<file path="src/rtl/yuv_enhance_ctrl.sv">
// Per-frame luma statistics and hysteresis controller for the converter's
// darkup/lightdown enhancement controls; updates land only at frame boundaries.
module yuv_enhance_ctrl #(
    parameter int unsigned CNT_W      = 22,
    parameter bit          VS_POL     = 1'b1,
    parameter int unsigned DARK_ON    = 64,
    parameter int unsigned DARK_OFF   = 80,
    parameter int unsigned BRIGHT_ON  = 192,
    parameter int unsigned BRIGHT_OFF = 176,
    parameter int unsigned DARK_NUM   = 96,
    parameter int unsigned BRIGHT_NUM = 160
) (
    input  logic       clk,
    input  logic       rst,
    input  logic [7:0] y_in,
    input  logic       vs_in,
    input  logic       de_in,
    input  logic       manual_en,
    input  logic [7:0] manual_darkup_num,
    input  logic       manual_darkup_sw,
    input  logic [7:0] manual_lightdown_num,
    input  logic       manual_lightdown_sw,
    output logic [7:0] video_enhance_darkup_num,
    output logic       video_enhance_darkup_sw,
    output logic [7:0] video_enhance_lightdown_num,
    output logic       video_enhance_lightdown_sw,
    output logic [7:0] mean_luma,
    output logic       stat_valid,
    output logic       busy
);

    localparam int unsigned      SUM_W        = CNT_W + 8;
    localparam logic [CNT_W-1:0] CNT_MAX      = '1;
    localparam logic [7:0]       DARK_ON_C    = 8'(DARK_ON);
    localparam logic [7:0]       DARK_OFF_C   = 8'(DARK_OFF);
    localparam logic [7:0]       BRIGHT_ON_C  = 8'(BRIGHT_ON);
    localparam logic [7:0]       BRIGHT_OFF_C = 8'(BRIGHT_OFF);
    localparam logic [7:0]       DARK_NUM_C   = 8'(DARK_NUM);
    localparam logic [7:0]       BRIGHT_NUM_C = 8'(BRIGHT_NUM);

    typedef enum logic [1:0] {
        S_IDLE,
        S_DIV,
        S_DECIDE
    } state_t;

    state_t state_q, state_d;

    logic             vs_act;
    logic             vs_prev_q;
    logic             frame_edge;
    logic [SUM_W-1:0] sum_q, sum_d;
    logic [CNT_W-1:0] cnt_q, cnt_d;
    logic             first_q;

    logic [SUM_W-1:0] rem_q;
    logic [SUM_W-1:0] dvs_q;
    logic [7:0]       quot_q;
    logic [2:0]       step_q;
    logic             valid_q;
    logic             rem_ge;

    logic             load;
    logic             div_step;
    logic             decide;
    logic             dark_q, dark_d;
    logic             bright_q, bright_d;

    logic [7:0]       dn_num_q, ld_num_q, mean_q;
    logic             dn_sw_q, ld_sw_q, stat_q;

    assign vs_act     = (vs_in == VS_POL);
    assign frame_edge = vs_act && !vs_prev_q;
    assign rem_ge     = (rem_q >= dvs_q);

    // NOTE: every variable driven in always_comb gets a default first, so no path can infer a latch.
    always_comb begin
        sum_d = sum_q;
        cnt_d = cnt_q;
        if (frame_edge) begin
            sum_d = de_in ? SUM_W'(y_in) : '0;
            cnt_d = de_in ? CNT_W'(1) : '0;
        end else if (de_in && (cnt_q != CNT_MAX)) begin
            sum_d = sum_q + SUM_W'(y_in);
            cnt_d = cnt_q + CNT_W'(1);
        end
    end

    // Empty frames take the same DIV path (result unused) so control latency never varies.
    always_comb begin
        state_d = state_q;
        unique case (state_q)
            S_IDLE:   if (frame_edge && !first_q) state_d = S_DIV;
            S_DIV:    if (step_q == 3'd0) state_d = S_DECIDE;
            S_DECIDE: state_d = S_IDLE;
            default:  state_d = S_IDLE;
        endcase
    end

    always_comb begin
        busy     = (state_q != S_IDLE);
        load     = (state_q == S_IDLE) && frame_edge && !first_q;
        div_step = (state_q == S_DIV);
        decide   = (state_q == S_DECIDE);
    end

    always_comb begin
        dark_d   = dark_q;
        bright_d = bright_q;
        if (valid_q) begin
            if (quot_q < DARK_ON_C)         dark_d = 1'b1;
            else if (quot_q >= DARK_OFF_C)  dark_d = 1'b0;
            if (quot_q > BRIGHT_ON_C)       bright_d = 1'b1;
            else if (quot_q <= BRIGHT_OFF_C) bright_d = 1'b0;
        end
    end

    // NOTE: divider scratch registers carry no reset; they are always loaded before being read.
    always_ff @(posedge clk) begin
        if (load) begin
            rem_q   <= sum_q;
            dvs_q   <= SUM_W'(cnt_q) << 7;
            quot_q  <= '0;
            step_q  <= 3'd7;
            valid_q <= (cnt_q != '0);
        end else if (div_step) begin
            if (rem_ge) rem_q <= rem_q - dvs_q;
            dvs_q  <= dvs_q >> 1;
            quot_q <= {quot_q[6:0], rem_ge};
            step_q <= step_q - 3'd1;
        end
    end

    // NOTE: sequential state uses non-blocking assignments so every register samples pre-edge values.
    always_ff @(posedge clk) begin
        if (rst) begin
            state_q   <= S_IDLE;
            vs_prev_q <= 1'b1;
            sum_q     <= '0;
            cnt_q     <= '0;
            first_q   <= 1'b1;
            dark_q    <= 1'b0;
            bright_q  <= 1'b0;
            dn_num_q  <= DARK_NUM_C;
            dn_sw_q   <= 1'b0;
            ld_num_q  <= BRIGHT_NUM_C;
            ld_sw_q   <= 1'b0;
            mean_q    <= '0;
            stat_q    <= 1'b0;
        end else begin
            state_q   <= state_d;
            vs_prev_q <= vs_act;
            sum_q     <= sum_d;
            cnt_q     <= cnt_d;
            stat_q    <= 1'b0;
            if ((state_q == S_IDLE) && frame_edge) first_q <= 1'b0;
            if (decide) begin
                dark_q   <= dark_d;
                bright_q <= bright_d;
                if (valid_q) begin
                    mean_q <= quot_q;
                    stat_q <= 1'b1;
                end
                if (manual_en) begin
                    dn_num_q <= manual_darkup_num;
                    dn_sw_q  <= manual_darkup_sw;
                    ld_num_q <= manual_lightdown_num;
                    ld_sw_q  <= manual_lightdown_sw;
                end else begin
                    dn_num_q <= DARK_NUM_C;
                    dn_sw_q  <= dark_d;
                    ld_num_q <= BRIGHT_NUM_C;
                    ld_sw_q  <= bright_d;
                end
            end
        end
    end

    assign video_enhance_darkup_num    = dn_num_q;
    assign video_enhance_darkup_sw     = dn_sw_q;
    assign video_enhance_lightdown_num = ld_num_q;
    assign video_enhance_lightdown_sw  = ld_sw_q;
    assign mean_luma                   = mean_q;
    assign stat_valid                  = stat_q;

endmodule
</file>
<file path="config.mk">
export PLATFORM = sky130hd
export DESIGN_NAME = yuv_enhance_ctrl
export DESIGN_NICKNAME = d
export VERILOG_FILES = /design/src/rtl/yuv_enhance_ctrl.sv
export SDC_FILE = /design/constraint.sdc
export NUM_CORES = 1
export LEC_CHECK = 0
export ABC_AREA = 1
export BUFFER_PORTS_ARGS = -buffer_cell sky130_fd_sc_hd__buf_4
export CAP_MARGIN = 15
export CORE_UTILIZATION = 40
export DETAILED_ROUTE_END_ITERATION = 10
export SLEW_MARGIN = 20
export SYNTH_ARGS = -nofsm -noshare
export SYNTH_HDL_FRONTEND = slang
export SYNTH_SLANG_ARGS = --single-unit
</file>
<file path="constraint.sdc">
create_clock -name clk -period 4.24 [get_ports clk]
set_input_delay 0.212 -clock clk [delete_from_list [all_inputs] [get_ports clk]]
set_output_delay 0.212 -clock clk [all_outputs]
set_load 0.01 [all_outputs]
</file>
* Yosys cells after proc, flatten, opt, wreduce, memory -nomap -nowiden
Cells that the tools add are included.
** Word-level totals
- Register bits after elaboration :: 156
- Output and inout bits :: 28
- Word-level logic and storage cells :: 77
** Cells by class
- $add $sub $neg :: 4
- $lt $le $gt $ge :: 5
- Eq/ne operators :: 5
- Multiplexer cells :: 25
- Bitwise gates (word level) :: 1
- Reduce and logical (&&, ||, !) cells :: 18
** Operators with widths (number)
- two-way mux 30 bit :: 5
- two-way mux 29 bit :: 2
- two-way mux 22 bit :: 2
- adder 30 x 8 -> 30 bit :: 1
- >= comparator 30 x 29 -> 1 bit :: 1
- subtractor 30 x 29 -> 30 bit :: 1
- two-way mux 8 bit :: 3
- adder 22 x 1 -> 22 bit, second input constant :: 1
- != test 22 bit, second input constant :: 1
- nonzero test 22 bit :: 1
- two-way mux 1 bit :: 10
- >= comparator 8 x 7 -> 1 bit, second input constant :: 1
- > comparator 8 bit, second input constant :: 1
- <= comparator 8 bit, second input constant :: 1
- < comparator 8 x 7 -> 1 bit, second input constant :: 1
- nonzero test 2 bit :: 4
- AND reduction 2 bit :: 3
- logical AND 1 bit :: 5
- two-way mux 2 bit :: 2
- one-hot mux 2 bit (2 select lines) :: 1
- zero test 3 bit :: 1
- subtractor 3 x 1 -> 3 bit, second input constant :: 1
- equality test 2 x 1 -> 1 bit, second input constant :: 1
- equality test 2 bit, second input constant :: 1
- other kinds (6) :: 7

* Logic depth before layout (Yosys ltp)
- Depth after elaboration :: 6
- Depth in mapped cells :: 14

* Least setup slack after synthesis
OpenSTA, ideal clock, no wires.
- Path kind :: flip-flop to flip-flop
- Start :: reg rem_q[0]
- End :: reg rem_q[0], enable pin
- Library setup time :: 0.387 ns
- Arrival :: 2.339 ns
- Path slack :: 1.514 ns
- Stages on the path, launching flop included :: 15
- Buffers on the path :: 0
- Period minus slack after synthesis :: 2.726 ns
- Cell sequence :: edfxtp_1 -> inv_1 -> ha_1 -> fa_1 -> inv_1 -> nand3_1 -> nand3_1 -> nand2_1 -> nand2_1 -> nand3_1 -> nand2_1 -> nand2_1 -> nand3_1 -> nand2_1 -> nand2_1
** Between the ends
- Word-level cells in the longest chain between the ends :: 3
** Ends and longest elaborated chain
- start: declaration :: RTL line 56 : logic [SUM_W-1:0] rem_q;
- start signal: assignment :: RTL line 121 : rem_q <= sum_q;
- start signal: assignment :: RTL line 127 : if (rem_ge) rem_q <= rem_q - dvs_q;
- >= comparator 30 x 29 -> 1 bit :: RTL line 74 : assign rem_ge = (rem_q >= dvs_q);
- nonzero test 2 bit (no source line)
- AND reduction 2 bit (no source line)
Every way passes these cells.
A chain may end at the register's enable or synchronous reset.

* Final worst setup path
- Start :: reg rem_q[0]
- End :: reg rem_q[19], enable pin
The elaborated chain is that of the path after synthesis.

==> run metrics <==
Tightest Hold Check Type=in -> reg; CTS tree=yes; clk_skew=around 0.011 ns; CTS clk-pin slew, worst paths=~0.07 ns; dominant synthesized flop cell=dfxtp_1; Max Root-Sink Buffers=2; first-pass GRT wire length=42.1 mm; reg2reg path depth=15; CTS sink count=about 160; fraction of layout cells with a size suffix above 1=under 10%; Final Hold Fails=0; Starting Density=between 40 and 50%; Nets=around 1,600; routed vias/inst=around 4.9; Adder-Cell Fraction of Synth Area=approximately 5.7%; HPWL Detailed=between 20 and 25 mm; post-synthesis xor/xnor area fraction=less than 1%; Top Layer Used=met4; Post-synth EDFFs=53; worst-skew pair later-pin latency=0.44 ns; drt first pass iters=8; total grt overflow=0; final setup violation count=0; largest net degree at the start of global routing=53; # resized after CTS=0; #FFs+latches synth=156; Syn Nets=about 1,600; Pleak=between 0.005 and 0.006 uW; Fmax achieved=~0.34 GHz; count of cell types in the netlist=35; status=complete, no violations; commonest non-fill, non-tap cell in the layout=nand2_1; vias in the first global route=8,297; Least-Margin Pin Slew=roughly 0.94 ns; vias=~9,200; chip height=approximately 160 um; WP data required=~4.4 ns; DR WL/cell=about 14 um; PortBufs=58; unrepaired setup endpoints after global routing=false; metal3 WL=1.29 mm; Simple-Gate Fraction of Synth Area=approximately 34%; Area Overhead vs Synth=14.0%; DRC viols=0; CP arrival=just over 3 ns; Metal-1 WL=approximately 13 mm; Post-Syn Area=9700 um^2; Avg Synthesized Cell Area=approximately 6.6 um^2; Post-Layout Cell Count=between 1,500 and 2,000; Root Buffer=clkbuf_16; Max-Cap Viols=0; final period utilization=70.1%; Compound-Gate Fraction of Synth Area=between 10% and 20%; CP Max Fanout=18; CTS Buf Count=17; die area=about 25,000 um^2; Gate Count Post-Synth=around 1,500; gr usage total=about 22%; startpoint types=flip-flop; Layout fillers=2,486; power per cell area=~320 nW/um^2; Rows=between 50 and 60; CP endpoint kind=flip-flop; remaining antenna violation count=0; drt total wl=around 26 mm; Ant. Diodes=0; async set-reset flop share out of synthesis=0%; core area=approximately 24,000 um^2; sequential-to-total area share from yosys stat=a little under two fifths; met2 wire length=roughly 12 mm; peak supply drop=about 0.00025 V; Initial DRC Count=722; TNS Setup=0 ns; WS Path Type=reg -> reg; most frequent cells in the layout=488 x nand2_1, 228 x inv_1, 145 x nor2_1; DIE WIDTH=~160 um; hold path depth=3; mux contribution to synthesized area=0%; initial antenna violation count=0; Final Wtd Congestion=between 0.9 and 1; Placed Cells=~1,800; Post-CTS Setup Bufs=0; Max Slew Vio Count=0; Period minus WS final=2.97 ns; Slew HR=between 30% and 40%; io pins=59; hold_buf cts=4; combinational family with the most area after synthesis=simple AND/OR/NAND/NOR gates; YS warnings=0; H-tree depth=4
[worst max-delay path, cell delays in order, from the launching register on]
cell and delay, ns:
edfxtp_1 0.32, inv_1 0.04, ha_1 0.21, fa_1 0.43
inv_1 0.10, nand3_1 0.07, nand3_1 0.16, nand2_1 0.07
nand2_1 0.11, nand3_1 0.10, nand2_1 0.10, nand2_1 0.06
nand3_1 0.06, nand2_1 0.06, nand2_1 0.53, buf_12 0.25
[sequential cells by signal (all words and copies together), names as in the netlist, 3 cells and up]
register and cells:
cnt_q 22, dvs_q 29, mean_luma 8, quot_q 8, rem_q 30, step_q 3, sum_q 30, video_enhance_darkup_num 8
video_enhance_lightdown_num 8
[synth_stat cells, types with 3 or more instances]
master    instances  share of area, %
nand2_1         488                19
inv_1           228               8.8
nor2_1          147               5.7
dfxtp_1         103                21
nand3_1         102               5.3
o21ai_0          94               4.8
a21oi_1          87               4.5
edfxtp_1         53                16
ha_1             41               5.3
clkbuf_1         25              0.97
nor3_1           18              0.93
nand4_1          13              0.84
or2_2            10              0.64
nand3b_1          9              0.70
o21bai_1          8              0.62
nor4_1            5              0.32
xor2_1            5              0.45
buf_2             4              0.21
xnor2_1           4              0.36
and2_1            3              0.19
buf_1             3              0.12
buf_6             3              0.35
nand2_4           3              0.35
o21ai_1           3              0.15
[layout make-up]
class | instances | area (um^2) | share of cell area, %
clock buffers | 17 | 425 | 3.84
repair buffers | 69 | 541 | 4.88
clock inverters | 15 | 145 | 1.31
multi-input cells | 1056 | 5030 | 45.5
inverters | 232 | 871 | 7.87
flip-flops and latches | 156 | 3650 | 33.0
well taps | 319 | 399 | 3.61
[cells by family (layout without fill, tap and decap cells)]
kind of cell,count (synthesis),in the layout
flip-flops,156,156
XOR/XNOR,9,9
AO/OA/AOI/OAI,200,200
buffers and inverters,267,333
adder cells (fa/ha/maj),43,43
AND/OR/NAND/NOR,804,804
[per-layer routing]
| metal | global-route usage (%) | up-vias |
|---|---|---|
| li1 | - | 4801 |
| met1 | 31.5 | 4150 |
| met2 | 34.2 | 203 |
| met3 | 3.07 | 19 |
| met4 | 5.27 | 0 |
| met5 | 0 | - |
[through the flow]
stage | total power (uW) | util (%) | hold WS [ns] | worst slack [ns] | area (um^2)
2_1_floorplan | 1940 | - | 0.319 | 1.51 | 9700
3_3_place_gp | 2050 | 44.3 | 0.409 | 1.34 | 10500
3_5_place_dp | 2060 | 44.3 | 0.424 | 1.29 | 10500
4_1_cts | 3580 | 46.9 | 0.000687 | 1.28 | 11100
5_1_grt | 3700 | 46.9 | 0.0295 | 1.04 | 11100
6_report | 3550 | 46.9 | 0.0214 | 1.27 | 11100
[worst paths after layout]
| path | from | endpoint | slack [ns] |
|---|---|---|---|
| setup / recovery | rem_q[0] | rem_q[19] | 1.27 |
| hold / removal | manual_darkup_num[6] | video_enhance_darkup_num[6] | 0.02 |
| setup reg to reg | rem_q[0] | rem_q[19] | 1.27 |
| hold reg to reg | video_enhance_lightdown_num[5] | video_enhance_lightdown_num[5] | 0.46 |
[power breakdown]
| group | internal [uW] | switching [uW] |
|---|---|---|
| Clock | 786 | 735 |
| Combinational | 149 | 245 |
| Sequential | 1590 | 40.7 |
| Total | 2530 | 1020 |
No activity file was read; power rests on OpenSTA's default activity.
